===== src/rtl/mem_port_arbiter_if.sv =====
// Bus bundle for mem_port_arbiter: two requester ports (CPU and host),
// the shared memory port, and arbiter status outputs.
// slave  = the arbiter side; master = the requesters/memory side.
interface mem_port_arbiter_if #(
  parameter int ADDR_W = 16,
  parameter int DATA_W = 16
);
  logic              cpu_req;
  logic              cpu_we;
  logic [ADDR_W-1:0] cpu_addr;
  logic [DATA_W-1:0] cpu_wdata;
  logic [DATA_W-1:0] cpu_rdata;
  logic              cpu_ack;

  logic              host_req;
  logic              host_we;
  logic [ADDR_W-1:0] host_addr;
  logic [DATA_W-1:0] host_wdata;
  logic [DATA_W-1:0] host_rdata;
  logic              host_ack;

  logic              mem_en;
  logic              mem_we;
  logic [ADDR_W-1:0] mem_addr;
  logic [DATA_W-1:0] mem_wdata;
  logic [DATA_W-1:0] mem_rdata;

  logic              grant_host;
  logic              busy;
  logic [1:0]        dbg_state;

  modport slave (
    input  cpu_req, cpu_we, cpu_addr, cpu_wdata,
    output cpu_rdata, cpu_ack,
    input  host_req, host_we, host_addr, host_wdata,
    output host_rdata, host_ack,
    output mem_en, mem_we, mem_addr, mem_wdata,
    input  mem_rdata,
    output grant_host, busy, dbg_state
  );

  modport master (
    output cpu_req, cpu_we, cpu_addr, cpu_wdata,
    input  cpu_rdata, cpu_ack,
    output host_req, host_we, host_addr, host_wdata,
    input  host_rdata, host_ack,
    input  mem_en, mem_we, mem_addr, mem_wdata,
    output mem_rdata,
    input  grant_host, busy, dbg_state
  );
endinterface


===== src/rtl/mem_port_arbiter.sv =====
// mem_port_arbiter: grants the single shared memory port to the CPU or the
// host/loader, runs a fixed wait-state access, then returns a one-cycle ack
// followed by a dead TURN cycle.
// Build option: define MEM_ARB_RR_EN for round-robin conflict resolution;
// when undefined the CPU has fixed priority over the host.
module mem_port_arbiter #(
  parameter int ADDR_W      = 16,
  parameter int DATA_W      = 16,
  parameter int WAIT_CYCLES = 1
) (
  input logic               CLK,
  input logic               Reset,
  mem_port_arbiter_if.slave bus
);

  // 0 behaves as 1; the 4-bit counter tops out at 15 access cycles.
  localparam int WAIT_EFF = (WAIT_CYCLES < 1)  ? 1  :
                            (WAIT_CYCLES > 15) ? 15 : WAIT_CYCLES;
  localparam logic [3:0] CNT_LOAD = 4'(WAIT_EFF - 1);

  typedef enum logic [1:0] {
    IDLE   = 2'd0,
    ACCESS = 2'd1,
    ACK    = 2'd2,
    TURN   = 2'd3
  } state_t;

  state_t            state;
  state_t            state_next;
  logic [3:0]        cnt;
  logic              we_lat;
  logic [ADDR_W-1:0] addr_lat;
  logic [DATA_W-1:0] wdata_lat;
  logic              grant_host_r;
  logic [DATA_W-1:0] cpu_rdata_r;
  logic [DATA_W-1:0] host_rdata_r;
  logic              req_any;
  logic              pick_host;

`ifdef MEM_ARB_RR_EN
  // 1 when the host received the most recent grant; reset value favours CPU.
  logic              last_host;
`endif

  assign req_any = bus.cpu_req | bus.host_req;

  // Choose the winner among the requests visible in IDLE.
  always_comb begin
`ifdef MEM_ARB_RR_EN
    pick_host = bus.host_req & (~bus.cpu_req | ~last_host);
`else
    pick_host = bus.host_req & ~bus.cpu_req;
`endif
  end

  // State register.
  always_ff @(posedge CLK) begin
    if (!Reset) state <= IDLE;
    else        state <= state_next;
  end

  // Next-state sequencing: IDLE -> ACCESS (WAIT cycles) -> ACK -> TURN -> IDLE.
  always_comb begin
    state_next = state;
    case (state)
      IDLE:    if (req_any) state_next = ACCESS;
      ACCESS:  if (cnt == 4'd0) state_next = ACK;
      ACK:     state_next = TURN;
      TURN:    state_next = IDLE;
      default: state_next = IDLE;
    endcase
  end

  // Grant latching, wait counting and read-data capture.
  always_ff @(posedge CLK) begin
    if (!Reset) begin
      cnt          <= '0;
      we_lat       <= 1'b0;
      addr_lat     <= '0;
      wdata_lat    <= '0;
      grant_host_r <= 1'b0;
      cpu_rdata_r  <= '0;
      host_rdata_r <= '0;
`ifdef MEM_ARB_RR_EN
      last_host    <= 1'b1;
`endif
    end else begin
      if (state == IDLE && req_any) begin
        we_lat       <= pick_host ? bus.host_we    : bus.cpu_we;
        addr_lat     <= pick_host ? bus.host_addr  : bus.cpu_addr;
        wdata_lat    <= pick_host ? bus.host_wdata : bus.cpu_wdata;
        grant_host_r <= pick_host;
        cnt          <= CNT_LOAD;
`ifdef MEM_ARB_RR_EN
        last_host    <= pick_host;
`endif
      end else if (state == ACCESS) begin
        if (cnt == 4'd0) begin
          // Writes leave both rdata registers untouched.
          if (!we_lat) begin
            if (grant_host_r) host_rdata_r <= bus.mem_rdata;
            else              cpu_rdata_r  <= bus.mem_rdata;
          end
        end else begin
          cnt <= cnt - 4'd1;
        end
      end
    end
  end

  // Strobes are decoded from state so a reset edge drops them immediately.
  assign bus.mem_en     = (state == ACCESS);
  assign bus.mem_we     = (state == ACCESS) & we_lat;
  assign bus.mem_addr   = addr_lat;
  assign bus.mem_wdata  = wdata_lat;
  assign bus.cpu_ack    = (state == ACK) & ~grant_host_r;
  assign bus.host_ack   = (state == ACK) &  grant_host_r;
  assign bus.cpu_rdata  = cpu_rdata_r;
  assign bus.host_rdata = host_rdata_r;
  assign bus.grant_host = grant_host_r;
  assign bus.busy       = (state != IDLE);
  assign bus.dbg_state  = state;

endmodule


===== src/flat_wrapper.sv =====
// flat-port wrapper written by rule: the top's interface ports become plain ports
module mem_port_arbiter_flat 
#(
  parameter int ADDR_W      = 16,
  parameter int DATA_W      = 16,
  parameter int WAIT_CYCLES = 1
)
  (CLK, Reset, bus_cpu_req, bus_cpu_we, bus_cpu_addr, bus_cpu_wdata, bus_cpu_rdata, bus_cpu_ack, bus_host_req, bus_host_we, bus_host_addr, bus_host_wdata, bus_host_rdata, bus_host_ack, bus_mem_en, bus_mem_we, bus_mem_addr, bus_mem_wdata, bus_mem_rdata, bus_grant_host, bus_busy, bus_dbg_state);
  mem_port_arbiter_if #(.ADDR_W(ADDR_W), .DATA_W(DATA_W)) bus_i ();
  input logic CLK;
  input logic Reset;
  input wire logic [$bits(bus_i.cpu_req)-1:0] bus_cpu_req;
  input wire logic [$bits(bus_i.cpu_we)-1:0] bus_cpu_we;
  input wire logic [$bits(bus_i.cpu_addr)-1:0] bus_cpu_addr;
  input wire logic [$bits(bus_i.cpu_wdata)-1:0] bus_cpu_wdata;
  output wire logic [$bits(bus_i.cpu_rdata)-1:0] bus_cpu_rdata;
  output wire logic [$bits(bus_i.cpu_ack)-1:0] bus_cpu_ack;
  input wire logic [$bits(bus_i.host_req)-1:0] bus_host_req;
  input wire logic [$bits(bus_i.host_we)-1:0] bus_host_we;
  input wire logic [$bits(bus_i.host_addr)-1:0] bus_host_addr;
  input wire logic [$bits(bus_i.host_wdata)-1:0] bus_host_wdata;
  output wire logic [$bits(bus_i.host_rdata)-1:0] bus_host_rdata;
  output wire logic [$bits(bus_i.host_ack)-1:0] bus_host_ack;
  output wire logic [$bits(bus_i.mem_en)-1:0] bus_mem_en;
  output wire logic [$bits(bus_i.mem_we)-1:0] bus_mem_we;
  output wire logic [$bits(bus_i.mem_addr)-1:0] bus_mem_addr;
  output wire logic [$bits(bus_i.mem_wdata)-1:0] bus_mem_wdata;
  input wire logic [$bits(bus_i.mem_rdata)-1:0] bus_mem_rdata;
  output wire logic [$bits(bus_i.grant_host)-1:0] bus_grant_host;
  output wire logic [$bits(bus_i.busy)-1:0] bus_busy;
  output wire logic [$bits(bus_i.dbg_state)-1:0] bus_dbg_state;
  assign bus_i.cpu_req = bus_cpu_req;
  assign bus_i.cpu_we = bus_cpu_we;
  assign bus_i.cpu_addr = bus_cpu_addr;
  assign bus_i.cpu_wdata = bus_cpu_wdata;
  assign bus_cpu_rdata = bus_i.cpu_rdata;
  assign bus_cpu_ack = bus_i.cpu_ack;
  assign bus_i.host_req = bus_host_req;
  assign bus_i.host_we = bus_host_we;
  assign bus_i.host_addr = bus_host_addr;
  assign bus_i.host_wdata = bus_host_wdata;
  assign bus_host_rdata = bus_i.host_rdata;
  assign bus_host_ack = bus_i.host_ack;
  assign bus_mem_en = bus_i.mem_en;
  assign bus_mem_we = bus_i.mem_we;
  assign bus_mem_addr = bus_i.mem_addr;
  assign bus_mem_wdata = bus_i.mem_wdata;
  assign bus_i.mem_rdata = bus_mem_rdata;
  assign bus_grant_host = bus_i.grant_host;
  assign bus_busy = bus_i.busy;
  assign bus_dbg_state = bus_i.dbg_state;
  mem_port_arbiter #(.ADDR_W(ADDR_W), .DATA_W(DATA_W), .WAIT_CYCLES(WAIT_CYCLES)) u_core (.CLK(CLK), .Reset(Reset), .bus(bus_i));
endmodule

===== config.mk =====
export PLATFORM = sky130hd
export DESIGN_NAME = mem_port_arbiter_flat
export DESIGN_NICKNAME = d
export VERILOG_FILES = /design/src/rtl/mem_port_arbiter_if.sv /design/src/rtl/mem_port_arbiter.sv /design/src/flat_wrapper.sv
export SDC_FILE = /design/constraint.sdc
export NUM_CORES = 1
export LEC_CHECK = 0
export CAP_MARGIN = 20
export CORE_ASPECT_RATIO = 0.9
export CORE_UTILIZATION = 33
export CTS_CLUSTER_SIZE = 12
export DETAILED_ROUTE_END_ITERATION = 8
export DONT_BUFFER_PORTS = 1
export MAX_ROUTING_LAYER = met4
export PLACE_DENSITY = 0.58
export SYNTH_ARGS = -nofsm -noshare
export SYNTH_HDL_FRONTEND = slang
export SYNTH_SLANG_ARGS = --single-unit

===== constraint.sdc =====
create_clock -name CLK -period 2.35 [get_ports CLK]
set_input_delay 0 -clock CLK [delete_from_list [all_inputs] [get_ports CLK]]
set_output_delay 0 -clock CLK [all_outputs]
set_load 0.02 [all_outputs]

# Yosys cells after proc, flatten, opt, wreduce, memory -nomap -nowiden
# Cells that the tools add are included.
dict set report totals {
  wordCells 40
  reg_bits 72
  output_inout_bits 72
  input_bits 86
}
dict set report classes {
  muxes 6
  addsub 1
  n_eq_ne 5
  bitwise 11
  reduce_logical 9
}
# operator count
set op_table {}
lappend op_table {{two-way mux 16 bit} 2}
lappend op_table {{AND reduction 5 bit} 2}
lappend op_table {{one-hot mux 2 bit (4 select lines)} 1}
lappend op_table {{NOT 1 bit} 6}
lappend op_table {{AND 1 bit} 4}
lappend op_table {{== test 2 bit, second input constant} 2}
lappend op_table {{logical NOT 4 bit} 1}
lappend op_table {{two-way mux 2 bit} 2}
lappend op_table {{!= test 2 x 1 -> 1 bit, second input constant} 2}
lappend op_table {{AND reduction 2 bit} 2}
lappend op_table {{subtractor 4 x 1 -> 4 bit, second input constant} 1}
lappend op_table {{== test 2 x 1 -> 1 bit, second input constant} 1}
lappend op_table {{logical NOT 2 bit} 1}
lappend op_table {{nonzero test 2 bit} 1}
lappend op_table {{OR reduction 2 bit} 1}
lappend op_table {{logical AND 1 bit} 1}
lappend op_table {{two-way mux 1 bit} 1}
lappend op_table {{OR 1 bit} 1}

# Longest topological paths before layout
# Gate-level depths: netlist of run 1.
dict set report depth {
  word_depth 4
  ltp_mapped 7
  mapped_depth_nobuf 5
}

# Worst setup path before layout of run 1
# No wires, ideal clock.
dict set report synth_path {
  path_type {register to register}
  from {register u_core.state[0] (netlist: u_core.bus.dbg_state[0])}
  to {register u_core.addr_lat[0] (netlist: u_core.bus.mem_addr[0])}
  path_stages_with_launch 8
  arrival_time_ns 1.709
  slack_ns 0.571
  t_required_ns 2.280
  n_path_buf 2
  period_less_slack_ns 1.779
  setup_ns 0.070
  cell_sequence {dfxtp_1 > inv_1 > ha_1 > o21ai_0 > and2_1 > clkbuf_1 > clkbuf_1 > o2bb2ai_1}
}
dict set report synth_between {
  elab_chain_cells 2
}
# item line
set synth_rtl {}
lappend synth_rtl {{from (decl)} mem_port_arbiter.sv:28} ;# state_t state;
lappend synth_rtl {{from (signal assigned)} mem_port_arbiter.sv:59} ;# else state <= state_next;
lappend synth_rtl {{logical NOT 2 bit} mem_port_arbiter.sv:88} ;# if (state == IDLE && req_any) begin
lappend synth_rtl {{logical AND 1 bit} mem_port_arbiter.sv:88}
lappend synth_rtl {{to (signal assigned)} mem_port_arbiter.sv:90} ;# addr_lat <= pick_host ? bus.host_addr : bus.cpu_addr;
lappend synth_rtl {{to (decl)} mem_port_arbiter.sv:32} ;# logic [ADDR_W-1:0] addr_lat;
# Every way passes these cells.
# A chain may end at the register's enable or synchronous reset.

# Final worst setup path of run 1
dict set report layout_path {
  from {register u_core.state[0] (netlist: u_core.bus.dbg_state[0])}
  to {register u_core.grant_host_r (netlist: u_core.bus.grant_host)}
}
dict set report layout_between {
  elab_chain_cells 2
}
# item line
set layout_rtl {}
lappend layout_rtl {{logical NOT 2 bit} mem_port_arbiter.sv:88}
lappend layout_rtl {{logical AND 1 bit} mem_port_arbiter.sv:88}
lappend layout_rtl {{to (signal assigned)} mem_port_arbiter.sv:92} ;# grant_host_r <= pick_host;
lappend layout_rtl {{to (decl)} mem_port_arbiter.sv:34} ;# logic grant_host_r;
# Every way passes these cells.

==> results.md, run 1 <==
| Step | Metric | This run |
| --- | --- | --- |
| status | Status | finished, violations left |
| status | Failing checks | design-rule violations |
| cells and area | Final core utilization | 47.8% |
| placed design | Port Buf Inserts | 0 |
| cells and area | Commonest non-fill, non-tap cells in the layout | dlygate4sd3_1, dfxtp_1, mux2i_1, nand2_1, o2bb2ai_1 |
| yosys | Number of synthesized register bits | 72 |
| sta | Post-route clock period utilization | 94.8% |
| sta | Setup-violating endpoint count in the final report | 0 |
| cts | Clock latency of the later-clocked register in the worst-skew pair | 340 ps |
| global routing | Initial antenna violation count | 0 |
| placed design | HPWL reported at the end of detailed placement | 4770 µm |
| sta | Endpoints failing hold | 0 |
| sta | Max transition margin | 61.9% |
| floorplanning | Core ar. | 9130 µm² |
| detailed routing | Iteration count of the initial detailed-routing pass | 8 |
| pwr | IR Drop Worst-Case VDD | 0.503 mV |
| cts | Clock tree from TritonCTS | yes |
| run | Number of maximum-capacitance violations | 0 |
| floorplanning | # IOs | 158 |
| setup path | Required time worst endpoint | 2640 ps |
| floorplanning | DIE WIDTH | 104 µm |
| yosys | Number of enable flip-flop cells after synthesis | 0 |
| cts | CTS max path bufs | 2 |
| cts | CTS root buffer | clkbuf_8 |
| detailed routing | Vias per Instance | 5.05 |
| hold path | Cells on Worst Hold Path | 3 |
| yosys | Sequential area share after synthesis | 46.5% |
| sta | Minimum period implied by the final worst setup slack | 2230 ps |
| detailed routing | Count of vias placed by the detailed router | 2,643 |
| global routing | Overall overflow remaining after global route | 0 |
| yosys | Top_reg_cell synth | dfxtp_1 |
| cts | Total CTS buffers | 9 |
| cells and area | Final Net Count | 488 |
| global routing | Vias in the first global route | 2,552 |
| hold path | Critical hold path startpoint | bus_cpu_req |
| yosys | Post-synthesis instance area | 3100 µm² |
| cts | Clock-pin slew on the worst setup and hold paths | 80 ps |
| yosys | Post-Synthesis Net Count | 402 |
| global routing | Global Route Usage Sum | 17.6% |
| floorplanning | Die area | 9780 µm² |
| setup path | Class of the most critical setup path | reg -> reg |
| sta | Final hold slack | 159 ps |
| hold path | Kind of path behind the tightest hold check | in -> reg |
| setup path | Minimum setup slack among reg-to-reg paths | 120 ps |
| floorplanning | Placement row count | 33 |
| cells and area | Filler cell count | 844 |
| sta | Worst slew pin tran | 571 ps |
| detailed routing | Drt wl/cell | 16.4 µm |
| pwr | Power density cells | 894 nW/µm² |
| sta | Max Slew Vio Count | 0 |
| global routing | First-pass GRT wire length | 13,200 µm |
| sta | Highest attainable clock frequency | 0.449 GHz |
| yosys | Netlist cell types | 31 |
| detailed routing | Antenna-violating nets left | 0 |
| yosys | Avg Synthesized Cell Area | 9.99 µm² |
| cts | Number of buffers inserted by post-CTS setup repair | 0 |
| setup path | CP max FO | 5 |
| cts | H-tree lvl count | 3 |
| cts | Number of clock sinks | 72 |
| yosys | Yosys warns | 0 |
| cells and area | Antenna cells | 0 |
| yosys | FFs w/ async S/R, synth | 0% |
| sta | Post-route clock skew | 12.3 ps |
| hold path | WHS Endpoint | u_core.bus.mem_addr[0] |
| sta | RSZ-0062 raised after global routing | no |
| setup path | Startpoint type of the worst setup path | flop |
| floorplanning | Effective utilization at floorplan | 34.0% |
| setup path | Number of cells traversed by the worst register-to-register path | 8 |
| global routing | Maximum number of pins on one net before global-route repair | 55 |
| floorplanning | Die boundary height | 93.9 µm |
| cells and area | Layout area overhead | 40.7% |
| setup path | Worst flop-to-flop path endpoint | u_core.bus.grant_host |
| placed design | Routability congestion estimate from global placement | 0.737 |
| detailed routing | Remaining design rule violation count | 2 |
| detailed routing | Detailed Route WL | 8590 µm |
| sta | Accumulated negative setup slack | 0 ps |
| detailed routing | Starting DRC count in detailed routing | 130 |
| setup path | Reg-to-reg critical path startpoint | u_core.bus.dbg_state[0] |
| setup path | Worst EP arrival | 2520 ps |
| cells and area | Ratio of cells with drive above 1 in the final layout | 6.73% |
| pwr | Reported leakage power | 1.60 nW |
| yosys | Synth Instances | 310 |
| setup path | Endpoint kind of the worst setup timing path | flop |
| cells and area | Commonest non-fill, non-tap cell in the layout | dlygate4sd3_1 |
==> where the power goes <==
part / leakage [nW] / switching (W) / internal, W
Clock: 0.103 / 0.000473 / 0.000603
Combinational: 0.907 / 0.000510 / 0.000405
Sequential: 0.589 / 0.000445 / 0.00146
Total: 1.60 / 0.00143 / 0.00247
==> per-stage QoR <==
stage                     total power (W)  setup slack [ps]  instances  cell area, µm²
after global placement            0.00262               381        412            3180
after floorplan                   0.00247               571        310            3100
final                             0.00389               122        523            4360
after detailed placement          0.00265               279        412            3180
after global routing              0.00412              21.9        523            4360
after CTS                         0.00392              94.1        522            4350
==> routing by layer <==
layer,track usage (%),wire (µm)
met4,6.43,165
met3,7.84,653
met2,29.1,4390
met5,-,0
met1,18.9,3380
==> cell families after synthesis <==
family          after synthesis  synth area share, %
buf+inv                      32                 4.77
compound gates               77                 18.2
fa+ha+maj                     6                 2.42
simple gates                 71                 11.3
flops                        72                 46.5
mux                          51                 16.5
xor+xnor                      1                0.283
==> flip-flops by register name (all words and copies together), names as in the netlist <==
register and flops:
u_core.we_lat 1, u_core.cnt 4, u_core.bus.mem_addr 16, u_core.bus.host_rdata 16
u_core.bus.grant_host 1, u_core.bus.cpu_rdata 16, u_core.bus.mem_wdata 16, u_core.bus.dbg_state 2
==> worst max-delay path, cell delays in order (launching register included) <==
cell and delay [ps]:
dfxtp_1 350, buf_4 170, inv_1 80, ha_1 260, nand2_1 80, nand2_1 40
dlygate4sd3_1 560, nor2_1 100, dlygate4sd3_1 540
==> Yosys cell counts (2+ instances only) <==
cell type	number	area (µm²)
clkbuf_2	2	10.0
o211ai_1	2	15.0
o2bb2ai_1	33	289
a21boi_0	14	105
clkbuf_1	17	63.8
o21ai_0	20	100
nor2b_1	3	18.8
ha_1	6	75.1
mux2i_1	51	510
buf_2	5	25.0
a21oi_1	4	20.0
inv_1	6	22.5
and2_1	3	18.8
nand2_1	38	143
nand3_1	17	85.1
a21boi_1	2	15.0
dfxtp_1	72	1440
nor2_1	2	7.51
==> area by class of cell <==
| type | instances | area, µm² | share of cell area, % |
|---|---|---|---|
| clock buffers | 10 | 128 | 2.93 |
| clock inverters | 6 | 92.6 | 2.12 |
| inverters | 6 | 22.5 | 0.517 |
| multi-input cells | 206 | 1520 | 34.8 |
| flip-flops and latches | 72 | 1440 | 33.1 |
| well taps | 122 | 153 | 3.50 |
| repair buffers | 101 | 1000 | 23.0 |
==> worst max-delay path by stage <==
| stage | start | to | slack [ps] | cells past startpoint |
|---|---|---|---|---|
| final | u_core.bus.dbg_state[0] | u_core.bus.grant_host | 120 | 8 |
| after global routing | u_core.bus.dbg_state[0] | u_core.bus.grant_host | 20 | 8 |
| after CTS | u_core.bus.dbg_state[1] | u_core.bus.grant_host | 90 | 7 |
| after detailed placement | u_core.bus.dbg_state[1] | u_core.bus.cpu_rdata[1] | 280 | 5 |
| after global placement | u_core.bus.dbg_state[1] | u_core.bus.cpu_rdata[7] | 380 | 5 |
| after floorplan | u_core.bus.dbg_state[0] | u_core.bus.mem_addr[0] | 570 | 7 |
==> timing repair <==
item,in CTS,in global routing
endpoints found under the hold margin,72,0
hold buffers,94,0
resized for setup,0,1
setup endpoints to repair,0,1
Power figures use the tool's default switching activity.
==> run 2, diff against run 1 <==
- ABC_AREA: unset -> 1
==> results.md, run 2 <==
| Step | Metric | This run |
| --- | --- | --- |
| setup path | Cell with the biggest individual delay on the critical path | dlygate4sd3_1 |
| yosys | Largest family of logic cells by synthesized area | simple AND/OR/NAND/NOR gates |
| setup path | Class of the most critical setup path | reg -> reg |
| pwr | Sw Ratio | 40.2% |
| cells and area | Final Net Count | 663 |
| sta | Post-route clock skew | 9.60 ps |
| yosys | Netlist cell types | 23 |
| cells and area | Commonest non-fill, non-tap cell in the layout | nand2_1 |
| yosys | Most common cell in the netlist | nand2_1 |
| setup path | Endpoint kind of the worst setup timing path | flop |
| cells and area | Layout area overhead | 34.3% |
| hold path | Kind of path behind the tightest hold check | in -> reg |
| floorplanning | Die area | 10,500 µm² |
| yosys | Synth Instances | 494 |
| placed design | HPWL reported at the end of detailed placement | 5500 µm |
| pwr | P_sw | 0.00164 W |
| setup path | Crit path cell chain | buf_4 -> ha_2 -> nand2_1 -> a21oi_1 -> nor2_1 -> dlygate4sd3_1 |
| yosys | Number of synthesized register bits | 72 |
| cts | Clock latency of the later-clocked register in the worst-skew pair | 340 ps |
| global routing | Global Route Usage Sum | 19.0% |
| global routing | Initial antenna violation count | 0 |
| floorplanning | DIE WIDTH | 108 µm |
| pwr | Power density cells | 909 nW/µm² |
| cts | Clock-pin slew on the worst setup and hold paths | 80 ps |
| floorplanning | Die boundary height | 97.4 µm |
| pwr | Logic pwr share | 27.4% |
| global routing | Overall overflow remaining after global route | 0 |
| detailed routing | Drt wl/cell | 13.3 µm |
| global routing | Maximum number of pins on one net before global-route repair | 68 |
| yosys | Avg Synthesized Cell Area | 6.75 µm² |
| yosys | Post-synthesis instance area | 3340 µm² |
| pwr | Register share of total power | 46.8% |
| hold path | Critical hold path startpoint | bus_host_req |
| detailed routing | Count of vias placed by the detailed router | 3,351 |
| setup path | Highest cell delay on the worst timing path | 540 ps |
| yosys | Post-synthesis simple-gate area fraction | 42.3% |
| sta | Endpoints failing hold | 0 |
| pwr | IR Drop Worst-Case VDD | 0.558 mV |
| pwr | Clock power share | 25.8% |
| yosys | Xor-xnor portion of the synthesized cell area | 0% |
| yosys | Top cells by area, synth | dfxtp_1, nand2_1, nand3_1, nor2_1, inv_1 |
| cells and area | Commonest non-fill, non-tap cells in the layout | nand2_1, dlygate4sd3_1, dfxtp_1, nor2_1, nand3_1 |
| placed design | Port Buf Inserts | 0 |
| global routing | First-pass GRT wire length | 15,500 µm |
| sta | Highest attainable clock frequency | 0.498 GHz |
| detailed routing | Remaining design rule violation count | 0 |
| cts | Number of clock sinks | 72 |
| global routing | Vias in the first global route | 3,379 |
| status | Status | complete, no violations |
| setup path | Origin of the worst setup path | u_core.bus.dbg_state[0] |
| yosys | Number of enable flip-flop cells after synthesis | 0 |
| setup path | Reg-to-reg critical path startpoint | u_core.bus.dbg_state[0] |
| sta | Accumulated negative setup slack | 0 ps |
| cells and area | Ratio of cells with drive above 1 in the final layout | 6.94% |
| run | Number of maximum-capacitance violations | 0 |
| floorplanning | Effective utilization at floorplan | 34.3% |
| cts | CTS max path bufs | 2 |
| sta | Post-route clock period utilization | 85.4% |
| pwr | Total internal power | 0.00244 W |
| sta | Minimum period implied by the final worst setup slack | 2010 ps |
| yosys | Largest area contributor in the netlist | dfxtp_1 |
| setup path | Required time worst endpoint | 2580 ps |
| cts | H-tree lvl count | 3 |
| setup path | Startpoint type of the worst setup path | flop |
| sta | Setup-violating endpoint count in the final report | 0 |
| detailed routing | Starting DRC count in detailed routing | 166 |
| yosys | Post-Synthesis Net Count | 586 |
| setup path | Worst EP arrival | 2240 ps |
| yosys | FFs w/ async S/R, synth | 0% |
| pwr | Reported leakage power | 2.11 nW |
| floorplanning | Placement row count | 34 |
| floorplanning | Core ar. | 9740 µm² |
| detailed routing | Antenna-violating nets left | 0 |
| cts | Number of buffers inserted by post-CTS setup repair | 0 |
| detailed routing | Detailed Route WL | 9350 µm |
| detailed routing | Iteration count of the initial detailed-routing pass | 4 |
| sta | RSZ-0062 raised after global routing | no |
| yosys | Top_reg_cell synth | dfxtp_1 |
| sta | Final hold slack | 105 ps |
| placed design | Routability congestion estimate from global placement | 0.696 |
| yosys | Sequential area share after synthesis | 43.2% |
| cells and area | Antenna cells | 0 |
| yosys | Area fraction in compound gates after synthesis | 3.79% |
| cts | Total CTS buffers | 9 |
| floorplanning | # IOs | 158 |
| yosys | Synth Area in Adders | 2.25% |
| yosys | Mux share of post-synthesis cell area | 0% |
| sta | Max transition margin | 49.4% |
| cts | Clock tree from TritonCTS | yes |
| setup path | CP max FO | 10 |
| cts | CTS root buffer | clkbuf_8 |
| yosys | Portion of synthesized cell area occupied by the leading cell type | 43.2% |
| detailed routing | Vias per Instance | 4.77 |
| yosys | Most frequent cells after synthesis | nand2_1, dfxtp_1, nor2_1, nand3_1, inv_1 |
| sta | Worst slew pin tran | 757 ps |
| yosys | Yosys warns | 0 |
| sta | Max Slew Vio Count | 0 |
-- run 2: cell types whose count changed in the layout (fill, tap and decap cells not counted), sizes merged, moves of 7 or more --
cell,previous run,this run
dlygate4sd3,93,86
mux2i,51,0
a21boi,16,0
o2bb2ai,33,0
inv,7,36
nand3,17,56
nor2,2,79
nand2,38,194
-- run 2: power by group through the flow --
stage	Combinational (W)	Sequential, W	Clock, W
floorplan	0.000804	0.00191	0
global placement	0.000919	0.00194	0
detailed placement	0.000942	0.00194	0
CTS	0.00111	0.00191	0.00110
global route	0.00128	0.00194	0.00114
finish	0.00112	0.00191	0.00105
-- run 2: cell families after synthesis --
kind of cell | count (synthesis)
AO/OA/AOI/OAI | 25
adder cells (fa/ha/maj) | 6
buffers and inverters | 60
flip-flops | 72
AND/OR/NAND/NOR | 331
-- run 2: what timing repair did --
item                                    in CTS  in global routing
endpoints found under the hold margin       68                  0
hold buffers                                87                  0
endpoints found under the setup margin       0                  1
resized for setup                            0                  1
-- run 2: cell type report --
type,instances,area [µm²]
Timing Repair Buffer,91,918
Multi-Input combinational cell,362,1620
Sequential cell,72,1440
Tap cell,126,158
Inverter,35,134
Fill cell,934,5260
Clock inverter,5,63.8
Clock buffer,11,151
-- run 2: through the flow --
| stage | setup slack [ps] | instance area (µm²) | total power [W] | util [%] | std cells |
|---|---|---|---|---|---|
| after floorplan | 657 | 3340 | 0.00271 | - | 494 |
| after global placement | 421 | 3380 | 0.00285 | 34.7 | 599 |
| after detailed placement | 423 | 3380 | 0.00288 | 34.7 | 599 |
| after CTS | 143 | 4480 | 0.00412 | 46.0 | 702 |
| after global routing | 197 | 4480 | 0.00436 | 46.0 | 702 |
| final | 343 | 4480 | 0.00408 | 46.0 | 702 |
-- run 2: path summary, 6_finish.rpt --
| check | to | slack, ps | depth (start not counted) |
|---|---|---|---|
| setup reg to reg | u_core.bus.dbg_state[0] | 340 | 6 |
| setup / recovery | u_core.bus.dbg_state[0] | 340 | 6 |
| hold reg to reg | u_core.cnt[0] | 480 | 2 |
| hold / removal | u_core.bus.grant_host | 110 | 3 |
-- run 2: layer usage --
layer / track usage [%] / wire length [µm]
met5: - / 0
met4: 9.91 / 262
met3: 5.63 / 646
met2: 31.7 / 4670
met1: 20.0 / 3770
-- run 2: worst max-delay path, delay by kind of cell, from the launching register on --
family / cells / cell delay, ps
compound gates: 1 / 180
fa+ha+maj: 1 / 380
buf+inv: 2 / 700
flops: 1 / 340
simple gates: 2 / 300
